--- src/rtl/reg_mem_mp.sv ---
// reg_mem_mp: register memory with one write port, NUM_RD registered read ports and a clear sequencer
module reg_mem_mp #(
  parameter int DATA_WIDTH  = 8,
  parameter int ADDR_BITS   = 5,
  parameter int DEPTH       = 24,
  parameter int NUM_RD      = 2,
  parameter int WRITE_FIRST = 1
) (
  input  logic                         clk,
  input  logic                         rst,
  input  logic                         clr,
  input  logic                         wen,
  input  logic [ADDR_BITS-1:0]         waddr,
  input  logic [DATA_WIDTH-1:0]        wdata,
  input  logic [NUM_RD-1:0]            ren,
  input  logic [NUM_RD*ADDR_BITS-1:0]  raddr,
  output logic [NUM_RD*DATA_WIDTH-1:0] rdata,
  output logic [NUM_RD-1:0]            rvalid,
  output logic [NUM_RD-1:0]            rerr,
  output logic                         werr,
  output logic                         busy
);
  localparam int PW = DEPTH > 1 ? $clog2(DEPTH) : 1;
  typedef enum logic {CLEAR, READY} state_t;
  state_t state_q, state_d;
  logic [PW-1:0] clr_ptr_q, clr_ptr_d;
  logic busy_q, busy_d, werr_q, werr_d;
  logic [NUM_RD-1:0] rvalid_q, rvalid_d, rerr_q, rerr_d;
  logic [NUM_RD*DATA_WIDTH-1:0] rdata_q, rdata_d;
  logic [DATA_WIDTH-1:0] mem [DEPTH];
  logic mem_we, wr_ok;
  logic [ADDR_BITS-1:0] mem_addr, ra;
  logic [DATA_WIDTH-1:0] mem_wdata;
  assign wr_ok = 32'(waddr) < DEPTH;
  always_comb begin
    state_d   = state_q;
    clr_ptr_d = clr_ptr_q;
    busy_d    = busy_q;
    werr_d    = 1'b0;
    rvalid_d  = '0;
    rerr_d    = '0;
    rdata_d   = rdata_q;
    mem_we    = 1'b0;
    mem_addr  = ADDR_BITS'(clr_ptr_q);
    mem_wdata = '0;
    ra        = '0;
    if (state_q == CLEAR) begin
      mem_we    = 1'b1;
      clr_ptr_d = 32'(clr_ptr_q) == DEPTH - 1 ? '0 : clr_ptr_q + 1'b1;
      state_d   = 32'(clr_ptr_q) == DEPTH - 1 ? READY : CLEAR;
      busy_d    = 32'(clr_ptr_q) != DEPTH - 1;
    end else begin
      if (clr) begin
        state_d   = CLEAR;
        clr_ptr_d = '0;
        busy_d    = 1'b1;
      end
      if (wen) begin
        mem_we    = wr_ok;
        mem_addr  = waddr;
        mem_wdata = wdata;
        werr_d    = !wr_ok;
      end
      for (int i = 0; i < NUM_RD; i++) begin
        ra = raddr[i*ADDR_BITS +: ADDR_BITS];
        if (ren[i]) begin
          rvalid_d[i] = 1'b1;
          rerr_d[i]   = !(32'(ra) < DEPTH);
          rdata_d[i*DATA_WIDTH +: DATA_WIDTH] = rerr_d[i] ? '0 :
            (WRITE_FIRST != 0 && wen && waddr == ra) ? wdata : mem[ra];
        end
      end
    end
  end
  always_ff @(posedge clk) begin
    if (rst) begin
      state_q   <= CLEAR;
      clr_ptr_q <= '0;
      busy_q    <= 1'b1;
      werr_q    <= 1'b0;
      rvalid_q  <= '0;
      rerr_q    <= '0;
      rdata_q   <= '0;
    end else begin
      state_q   <= state_d;
      clr_ptr_q <= clr_ptr_d;
      busy_q    <= busy_d;
      werr_q    <= werr_d;
      rvalid_q  <= rvalid_d;
      rerr_q    <= rerr_d;
      rdata_q   <= rdata_d;
    end
  end
  // Storage is not reset; the clear sequence zeroes it instead.
  always_ff @(posedge clk) begin
    if (mem_we && !rst) mem[mem_addr] <= mem_wdata;
  end
  assign rdata  = rdata_q;
  assign rvalid = rvalid_q;
  assign rerr   = rerr_q;
  assign werr   = werr_q;
  assign busy   = busy_q;
endmodule

--- config.mk ---
export PLATFORM = sky130hd
export DESIGN_NAME = reg_mem_mp
export DESIGN_NICKNAME = d
export VERILOG_FILES = /design/src/rtl/reg_mem_mp.sv
export SDC_FILE = /design/constraint.sdc
export NUM_CORES = 1
export LEC_CHECK = 0
export ABC_AREA = 1
export BUFFER_PORTS_ARGS = -buffer_cell sky130_fd_sc_hd__buf_4
export CAP_MARGIN = 20
export CORE_MARGIN = 3
export CORE_UTILIZATION = 23
export CTS_CLUSTER_DIAMETER = 120
export DETAILED_ROUTE_END_ITERATION = 12
export PLACE_DENSITY_LB_ADDON = 0.3
export SKIP_LAST_GASP = 1
export SLEW_MARGIN = 20
export SYNTH_ARGS = -nofsm -noshare
export SYNTH_HDL_FRONTEND = slang
export SYNTH_SLANG_ARGS = --single-unit
--- constraint.sdc ---
create_clock -name clk -period 1.8 [get_ports clk]
set_input_delay 0.36 -clock clk [delete_from_list [all_inputs] [get_ports clk]]
set_output_delay 0.36 -clock clk [all_outputs]
set_load 0.03 [all_outputs]
After elaboration in Yosys (flattened, before gate mapping)
Memories as Yosys holds them, arrays and structs flattened.
Index checks and enable logic that the tools add are counted.
{ "word_totals": {"register_bits": 28, "latch_bits": 0, "ram_bits": 192, "romBits": 0, "input_bits": 29, "mem_count": 1} }
{ "memory_table": {"columns": ["name", "depth", "word_bits", "rd", "rd_clocked_by_memory_dff", "write_ports", "line", "rtl"], "rows": [
  ["mem", 24, 8, 2, 0, 1, "30", "logic [DATA_WIDTH-1:0] mem [DEPTH];"]
]} }
{ "op_classes": {"n_addsub": 1, "n_mul": 0, "div": 0, "magnitude_cmp": 3, "n_eq_ne": 5, "shifts": 0, "mux": 22, "bitwise": 4, "n_reduce_logical": 13} }
{ "ops": {"columns": ["op", "count"], "rows": [
  ["two-way mux 8 bit", 6],
  ["two-way mux 5 bit", 5],
  ["< comparator 5 bit, second input constant", 3],
  ["two-way mux 1 bit", 11],
  ["== test 5 bit", 2],
  ["OR reduction 3 bit", 3],
  ["adder 5 x 1 -> 5 bit, second input constant", 1],
  ["== test 5 bit, second input constant", 1],
  ["!= test 5 bit, second input constant", 1],
  ["zero test 1 bit", 4],
  ["NOT 1 bit", 4],
  ["AND reduction 2 bit", 2],
  ["logical AND 1 bit", 3],
  ["!= test 2 bit, second input constant", 1],
  ["OR reduction 2 bit", 1]
]} }

Longest topological paths before layout
Gate-level depths: netlist (run 1).
{ "depth": {"word_depth": 6, "ltp_mapped": 13, "mapped_depth_nobuf": 10} }

Least setup slack after synthesis (run 1)
OpenSTA, ideal clock, no wires.
{ "synth_timing": {"kind": "register to register", "startpoint": "register state_q", "endpoint": "memory mem[10][0], enable pin", "setup_ps": 370, "t_arrival_ps": 1534, "required_ps": 1430, "slack_ps": -104, "stages_incl_launch_ff": 9, "path_cell_list": "dfxtp_1 > buf_2 > nand2_2 > buf_2 > nand2_1 > o21ai_0 > inv_1 > nand3_1 > nor2_1"} }
{ "synth_between": {"elab_chain_cells": 4} }
{ "synth_rtl": {"columns": ["element", "line", "rtl"], "rows": [
  ["from (decl)", "25", "state_t state_q, state_d;"],
  ["from (signal assigned)", "85", "state_q <= state_d;"],
  ["two-way mux 1 bit", "47", "if (state_q == CLEAR) begin"],
  ["logical AND 1 bit", "96", "if (mem_we && !rst) mem[mem_addr] <= mem_wdata;"],
  ["two-way mux 1 bit", "96", null],
  ["two-way mux 1 bit (not written as such)", "96", null],
  ["to (decl)", "30", null]
]} }
Several ways; a longest one is shown, not always the timed one.

Worst setup path in the final report (run 1)
{ "layout_timing": {"startpoint": "register state_q", "endpoint": "memory mem[9][2], enable pin"} }
Same word-level chain as after synthesis.

==> summary.txt, run 1 <==
Die
  • Die area: 0.0544 mm2
  • Core Area: 0.0506 mm2
  • Row count: 82
  • # IOs: 51
  • Die X: 233 um
  • Die Y: 233 um
  • Initial Util: 23.5%

Power
  • Worst IR Drop VDD: 0.000535 V
  • Int Pwr: 9.12 mW
  • Switching share of power: 24.7%
  • LEAKAGE: 6.69 nW
  • P_sw: 2.98 mW
  • Clock power share: 42.8%
  • Power Density: 813 mW/mm2
  • Total power: 12.1 mW
  • Sequential share of power: 45.6%
  • Combinational Power Share: 11.6%

Finish
  • Register area: 0.00633 mm2
  • Commonest cells after routing, fill and taps aside: nand2_1, nand3_1, inv_1
  • Layout Cells excl Fill: 2313
  • Multi-input gate area: 0.00437 mm2
  • Fin area: 0.0149 mm2
  • NumNets Final: 1654
  • Area Overhead vs Synth: 25.3%
  • Layout cell share with drive strength beyond 1: 16.0%
  • Antenna diodes: 0
  • Most common cell after layout, fill and taps aside: nand2_1
  • Fillers: 5394
  • Util after Layout: 29.4%

STA
  • Slew @ Worst Pin: 0.791 ns
  • Max_slew headroom: 47.2%
  • Worst Skew: 0.0125 ns
  • Slew Viols, Final: 0
  • # setup viols final: 0
  • Min Hold Slack: 0.105 ns
  • Final min period: 1.75 ns
  • Fin Setup TNS: 0 ns
  • Final WS setup: 0.0536 ns
  • Fin. Hold Viols: 0
  • Final Cycle Share: 97.0%
  • Max Clk Rate: 573 MHz

Drt
  • Wirelength per Cell: 18.6 um
  • Vias per cell: 4.66
  • Antenna Violating Nets Remaining: 0
  • First-pass DRT Iterations: 6
  • DRC: 0
  • Final WL: 43.0 mm
  • Via count: 10800
  • Iter 0 DRT Violations: 1255

Global route
  • Initial antenna violation count: 2
  • GRT Util Overall: 15.6%
  • First-pass GRT wire length: 63.6 mm
  • Grt ovf: 0
  • Largest net degree at the start of global routing: 35
  • Vias in the first global route: 10400

Clock network
  • Cts bufs inserted: 25
  • H-tree levels: 1
  • Clock latency on the worst-skew pair: 0.54 ns
  • TritonCTS clock tree: yes
  • CTS root buffer: clkbuf_16
  • Clock Pin Slew Worst Setup and Hold Paths: 0.07 ns
  • Clock sink total: 220
  • Max Buffers Root-to-Sink: 3

Run status
  • Status: finished clean

Setup path
  • CP Capture Type: flip-flop
  • FF-to-FF setup slack: 0.05 ns
  • Crit. Startpoint: state_q
  • Critical path peak fanout: 8
  • Crit Path Category: reg -> reg
  • Worst EP arrival: 1.98 ns
  • Worst EP required: 2.04 ns
  • Crit start category: flip-flop
  • Worst R2R Start: state_q

Logic synthesis
  • #FFs+latches synth: 220
  • Synth Warn #: 0
  • Synth Cell Area: 0.0119 mm2
  • Netlist cell types: 27
  • Post-Syn Area per Cell: 7.88 um2
  • Net Count, Synth: 1538
  • Cells after synthesis: 1508
  • Seq/Total Area, Yosys: 53.2%

Place
  • Final Wtd Congestion: 0.914
  • Setup WS pre-CTS: -0.326 ns
  • Post-DP Area: 0.0138 mm2
  • Placed Instances: 2265
  • PortBufs: 50
  • Dpl hpwl: 30.7 mm

Job
  • Max-cap violations: 0

Worst hold path
  • HP Class: in -> reg
  • Hold_sp: clr
path summary, 6_finish.rpt:
| path | depth (start not counted) | end |
|---|---|---|
| setup / recovery | 9 | mem[9][2] |
| hold / removal | 4 | clr_ptr_q[2] |
| setup reg to reg | 9 | mem[9][2] |
| hold reg to reg | 2 | rdata[3] |
power groups by stage:
stage,combinational (mW),sequential [mW],clock (mW)
6_report,1.40,5.52,5.18
5_1_grt,1.51,5.52,5.54
4_1_cts,1.36,5.52,5.30
3_5_place_dp,1.34,5.63,0
3_3_place_gp,1.34,5.63,0
2_1_floorplan,0.778,5.63,0
cell type report:
| cell class | instances | share of cell area (%) |
|---|---|---|
| clock buffer | 29 | 4.30 |
| clock inverter | 15 | 1.24 |
| inverter | 231 | 5.83 |
| multi-input combinational | 975 | 29.3 |
| sequential | 220 | 42.5 |
| tap | 672 | 5.65 |
| timing repair buffer | 171 | 11.2 |
kinds of logic (layout without fill, tap and decap cells):
family	count (synthesis)	after routing	share of synthesized area, %
buffers and inverters	314	446	11.3
DFF	220	220	53.2
adders and majority gates	1	1	0.105
AOI/OAI and AO/OA	56	56	2.79
and+or+nand+nor	916	917	32.5
xor gates and xnor gates	1	1	0.0737
synthesized netlist by cell type:
cell      number  area, um2
nand2_1      493       1850
nand3_1      324       1620
inv_1        214        803
edfxtp_1     192       5770
nor2_1        93        349
buf_2         28        140
dfxtp_1       28        561
clkbuf_1      24       90.1
a21oi_1       23        115
o211ai_1      16        120
buf_6         14        158
inv_2         12       45.0
buf_1         11       41.3
o21ai_0        9       45.0
buf_4          6       45.0
clkinv_1       4       15.0
o22ai_1        4       25.0
nand3_2        2       20.0
nor3_1         2       10.0
o21ai_1        2       10.0
a211oi_1       1       7.51
a221oi_1       1       8.76
clkinv_2       1       5.00
ha_1           1       12.5
nand2_2        1       6.26
nor4_1         1       6.26
xor2_1         1       8.76
critical path, cell delays in order, from the launching register on:
cell and delay (ns):
dfxtp_4 0.37, nand2_4 0.08, nand2_1 0.07, o21ai_1 0.07, buf_4 0.16, buf_4 0.13
nor2_4 0.15, nand2_4 0.11, nor2_2 0.13, buf_4 0.18
timing repair:
item	4_1_cts	5_1_grt
hold buffers	0	0
resized for setup	19	43
setup endpoints to repair	192	192
pin swaps	4	4
buffers inserted	0	3
gates cloned	0	1
endpoints found under the hold margin	0	0
registers in the layout, indices dropped and copies added, names as in the netlist:
signal     flops
mem          192
werr           1
busy           1
rvalid         2
state_q        1
rerr           2
rdata         16
clr_ptr_q      5
metal layers:
metal  track usage (%)  up-vias  part of all wire [%]
met5                 0        -                 0.046
met2              25.0      486                    46
met3              3.27       70                   8.7
met4              4.52        2                   2.6
li1                  -     5084                     -
met1              21.3     5136                    43
(Power assumes the default switching activity.)
==> run 2: changes to the inputs <==
--- a/config.mk
+++ b/config.mk
@@ -13,6 +13,7 @@
 export CTS_CLUSTER_DIAMETER = 120
 export DETAILED_ROUTE_END_ITERATION = 12
 export PLACE_DENSITY_LB_ADDON = 0.3
+export RECOVER_POWER = 25
 export SKIP_LAST_GASP = 1
 export SLEW_MARGIN = 20
 export SYNTH_ARGS = -nofsm -noshare
==> summary.txt, run 2 (synthesized netlist as in run 1, its figures left out) <==
Clock network
  • Hold-fix buffers at CTS: 0
  • Clock sink total: 220
  • Clock latency on the worst-skew pair: 0.54 ns
  • CTS root buffer: clkbuf_16
  • H-tree levels: 1
  • TritonCTS clock tree: yes
  • Clock Pin Slew Worst Setup and Hold Paths: 0.07 ns
  • Max Buffers Root-to-Sink: 3
  • Cts bufs inserted: 25

Finish
  • Most common cell after layout, fill and taps aside: nand2_1
  • NumNets Final: 1654
  • Layout Cells excl Fill: 2313
  • Layout cell share with drive strength beyond 1: 16.0%
  • Max reg flops: 192
  • Most flops, register: mem
  • Antenna diodes: 0
  • Area Overhead vs Synth: 25.2%
  • Fin area: 0.0149 mm2
  • Commonest cells after routing, fill and taps aside: nand2_1, nand3_1, inv_1
  • Util after Layout: 29.4%
  • Fillers: 5395

Setup path
  • CP max stage cell: dfxtp_4
  • Crit start category: flip-flop
  • Worst EP required: 2.04 ns
  • Crit Path Category: reg -> reg
  • Crit path largest cell delay: 0.37 ns
  • Worst EP arrival: 1.99 ns
  • Critical path peak fanout: 8
  • CP Buf/Inv Count: 3
  • CP cell instances: nand2_4, nand2_1, o21ai_1, buf_4, buf_4, nor2_4, nand2_4, nor2_1, buf_4
  • Family with the most delay on the worst path: simple AND/OR/NAND/NOR gates
  • Most used cell, CP: buf_4
  • CP Capture Type: flip-flop

Die
  • Die Y: 233 um
  • Die area: 0.0544 mm2
  • Core Area: 0.0506 mm2
  • Die X: 233 um
  • Initial Util: 23.5%
  • Row count: 82
  • # IOs: 51

Power
  • P_sw: 2.98 mW
  • LEAKAGE: 6.69 nW
  • Clock power share: 42.8%
  • Power Density: 814 mW/mm2
  • Int Pwr: 9.12 mW
  • Sequential share of power: 45.6%
  • Worst IR Drop VDD: 0.000535 V
  • Switching share of power: 24.6%
  • Combinational Power Share: 11.6%

STA
  • Fin. Hold Viols: 0
  • Slew Viols, Final: 0
  • Final WS setup: 0.0533 ns
  • Max_slew headroom: 47.1%
  • # setup viols final: 0
  • Min Hold Slack: 0.105 ns
  • Final Cycle Share: 97.0%
  • Slew @ Worst Pin: 0.793 ns
  • Worst Skew: 0.0132 ns
  • Max Clk Rate: 572 MHz
  • Final min period: 1.75 ns

Drt
  • Wirelength per Cell: 18.6 um
  • Iter 0 DRT Violations: 1249
  • Via count: 10800
  • Vias per cell: 4.66
  • Final WL: 43.0 mm
  • First-pass DRT Iterations: 7
  • Antenna Violating Nets Remaining: 0
  • DRC: 0

Job
  • Max-cap violations: 0

Global route
  • Initial antenna violation count: 2
  • Largest net degree at the start of global routing: 35
  • First-pass GRT wire length: 63.6 mm
  • GRT Util Overall: 15.6%
  • Vias in the first global route: 10400
  • Grt ovf: 0

Place
  • PortBufs: 50
  • Dpl hpwl: 30.7 mm
  • Placed Instances: 2265
  • Final Wtd Congestion: 0.914
  • Setup WS pre-CTS: -0.326 ns
  • Post-DP Area: 0.0138 mm2

Worst hold path
  • HP Class: in -> reg

Run status
  • Status: finished clean
-- run 2: cell types whose count changed in the layout (fill, tap and decap cells not counted), sizes merged --
cell	change
clkbuf	+1
buf	-1
-- run 2: layer usage --
| layer | track usage, % | vias up | part of all wire [%] | wire, um |
|---|---|---|---|---|
| met5 | 0 | - | 0.046 | 20 |
| met4 | 4.52 | 2 | 2.6 | 1110 |
| met3 | 3.27 | 75 | 8.6 | 3710 |
| met2 | 25.0 | 490 | 46 | 19800 |
| met1 | 21.3 | 5135 | 43 | 18300 |
| li1 | - | 5084 | - | - |
-- run 2: cell type report --
type	instances	area [um2]	share of cell area, %
repair buffers	171	1650	11.1
well taps	672	841	5.65
clock inverters	15	184	1.24
inverters	231	868	5.84
clock buffers	29	641	4.31
flip-flops and latches	220	6330	42.6
multi-input cells	975	4360	29.3
-- run 2: stage by stage --
stage          power (mW)  setup TNS [ns]
2_1_floorplan        6.40          -19.30
3_3_place_gp         6.97          -52.72
3_5_place_dp         6.97          -53.58
4_1_cts              12.2         -0.0132
5_1_grt              12.6         -0.0509
6_report             12.1               0
-- run 2: what timing repair did --
item / 4_1_cts / 5_1_grt
setup buffers: 0 / 3
pin swaps: 4 / 4
cloned: 0 / 1
resized for setup: 19 / 43
setup endpoints to repair: 192 / 192
-- run 2: worst paths after layout --
check | startpoint | endpoint | slack, ns | cells past startpoint
setup / recovery | state_q | mem[11][0] | 0.05 | 9
hold / removal | clr | clr_ptr_q[2] | 0.10 | 4
setup reg to reg | state_q | mem[11][0] | 0.05 | 9
hold reg to reg | rdata[3] | rdata[3] | 0.47 | 2
-- run 2: power groups by stage --
stage	sequential, mW	clock [mW]	combinational (mW)
finish	5.52	5.18	1.40
global route	5.52	5.54	1.51
CTS	5.52	5.30	1.36
detailed placement	5.63	0	1.34
global placement	5.63	0	1.34
floorplan	5.63	0	0.778
-- run 2: worst min-delay path: cells and delay by family --
| family | cells | cell delay (ns) |
|---|---|---|
| compound gates | 2 | 0.09 |
| buf+inv | 2 | 0.15 |
==> run 3: changes to the inputs <==
--- a/config.mk
+++ b/config.mk
@@ -12,9 +12,9 @@
 export CORE_UTILIZATION = 23
 export CTS_CLUSTER_DIAMETER = 120
 export DETAILED_ROUTE_END_ITERATION = 12
+export GPL_TIMING_DRIVEN = 0
 export PLACE_DENSITY_LB_ADDON = 0.3
 export RECOVER_POWER = 25
-export SKIP_LAST_GASP = 1
 export SLEW_MARGIN = 20
 export SYNTH_ARGS = -nofsm -noshare
 export SYNTH_HDL_FRONTEND = slang
==> summary.txt, run 3 (synthesized netlist as in run 1, its figures left out) <==
Clock network
  • Clock sink total: 220
  • TritonCTS clock tree: yes
  • Clock Pin Slew Worst Setup and Hold Paths: 0.06 ns
  • Max Buffers Root-to-Sink: 3
  • Cts bufs inserted: 25
  • H-tree levels: 1
  • CTS root buffer: clkbuf_16
  • Clock latency on the worst-skew pair: 0.54 ns
  • Hold-fix buffers at CTS: 0

Die
  • Row count: 82
  • Core Area: 0.0506 mm2
  • # IOs: 51
  • Die Y: 233 um
  • Initial Util: 23.5%
  • Die X: 233 um
  • Die area: 0.0544 mm2

Place
  • Post-DP Area: 0.0132 mm2
  • Final Wtd Congestion: 0.947
  • PortBufs: 43
  • Placed Instances: 2227
  • Dpl hpwl: 35.0 mm

STA
  • Worst Skew: 0.00720 ns
  • Max Clk Rate: 546 MHz
  • Final WS setup: -0.0309 ns
  • Max_slew headroom: 44.0%
  • Final Cycle Share: 102%
  • RSZ-0062 raised after global routing: yes
  • # setup viols final: 2
  • Slew Viols, Final: 0
  • Fin. Hold Viols: 0
  • Final min period: 1.83 ns
  • Slew @ Worst Pin: 0.841 ns

Power
  • Power Density: 821 mW/mm2
  • Worst IR Drop VDD: 0.000619 V
  • LEAKAGE: 6.60 nW

Finish
  • NumNets Final: 1652
  • Most flops, register: mem
  • Fillers: 5294
  • Fin area: 0.0151 mm2
  • Layout Cells excl Fill: 2313
  • Area Overhead vs Synth: 27.2%
  • Layout cell share with drive strength beyond 1: 15.7%
  • Most common cell after layout, fill and taps aside: nand2_1
  • Register area: 0.00633 mm2
  • Commonest cells after routing, fill and taps aside: nand2_1, nand3_1, inv_1
  • Multi-input gate area: 0.00470 mm2
  • Max reg flops: 192

Drt
  • Via count: 11200
  • Vias per cell: 4.86
  • First-pass DRT Iterations: 6
  • DRC: 0
  • Wirelength per Cell: 21.7 um
  • Final WL: 50.1 mm
  • Antenna Violating Nets Remaining: 0
  • Iter 0 DRT Violations: 1499

Worst hold path
  • HP Class: in -> reg

Setup path
  • CP max stage cell: buf_1
  • CP Capture Type: flip-flop
  • Critical path peak fanout: 10
  • Crit Path Category: in -> reg
  • CP cell instances: buf_2, buf_1, nand3_1, nand3_1, nand3_1, nand2_1, nand2_1, nand2_1, nand2_1, a21oi_1
  • Worst EP required: 2.27 ns
  • CP Buf/Inv Count: 2
  • Family with the most delay on the worst path: buffers and inverters
  • Most used cell, CP: nand2_1
  • Crit start category: input pin
  • Crit path largest cell delay: 0.64 ns
  • Worst EP arrival: 2.31 ns
  • FF-to-FF setup slack: 0 ns

Global route
  • GRT Util Overall: 17.7%
  • Grt ovf: 0
  • First-pass GRT wire length: 70.5 mm
  • Initial antenna violation count: 3
  • Largest net degree at the start of global routing: 25
  • Vias in the first global route: 10700

Job
  • Max-cap violations: 0

Run status
  • Failing checks: setup timing
  • Status: finished, violations left
-- run 3: final timing paths --
| path | cells after the start | start | endpoint |
|---|---|---|---|
| setup / recovery | 10 | raddr[1] | rdata[4] |
| hold / removal | 4 | clr | clr_ptr_q[2] |
| setup reg to reg | 7 | state_q | mem[4][5] |
| hold reg to reg | 2 | busy | busy |
-- run 3: repair_timing --
item,4_1_cts,5_1_grt
setup endpoints to repair,293,298
gates resized for setup,91,36
pin swaps,26,24
cloned,0,5
hold endpoints to repair,0,0
buffers inserted,29,6
-- run 3: final cells by class --
| class | count | share of cell area [%] |
|---|---|---|
| Antenna cell | 1 | 0.0166 |
| Buffer | 83 | 3.37 |
| Clock buffer | 27 | 4.19 |
| Clock inverter | 18 | 1.50 |
| Inverter | 231 | 5.75 |
| Multi-Input combinational cell | 979 | 31.1 |
| Sequential cell | 220 | 41.9 |
| Tap cell | 672 | 5.56 |
| Timing Repair Buffer | 82 | 6.62 |
-- run 3: power breakdown --
part	switching, mW	total, mW	internal, mW
combinational	1.07	1.51	0.438
clock	2.12	5.38	3.26
sequential	0.0125	5.52	5.51
-- run 3: worst min-delay path, cell delays in order --
cell     delay [ns]
buf_4          0.09
a21oi_1        0.06
inv_1          0.06
a21oi_1        0.04
-- run 3: routing by layer --
metal | up-vias | track usage (%) | wire length, um
li1 | 5089 | - | -
met2 | 633 | 28.4 | 22600
met4 | 4 | 6.47 | 2090
met3 | 136 | 3.06 | 4590
met1 | 5373 | 23.8 | 20800
met5 | - | 0 | 58
-- run 3: stage by stage --
stage | util (%) | total power, mW | setup TNS (ns) | hold WS, ns | setup slack (ns)
floorplan | - | 6.40 | -19.30 | 0.467 | -0.104
global placement | 25.8 | 6.94 | -427.90 | 0.458 | -1.56
detailed placement | 26.1 | 6.95 | -229.11 | 0.457 | -1.26
CTS | 29.5 | 12.4 | -0.0132 | 0.0954 | -0.00511
global route | 29.9 | 12.8 | -3.39 | 0.137 | -0.0738
finish | 29.9 | 12.4 | -0.0571 | 0.112 | -0.0309
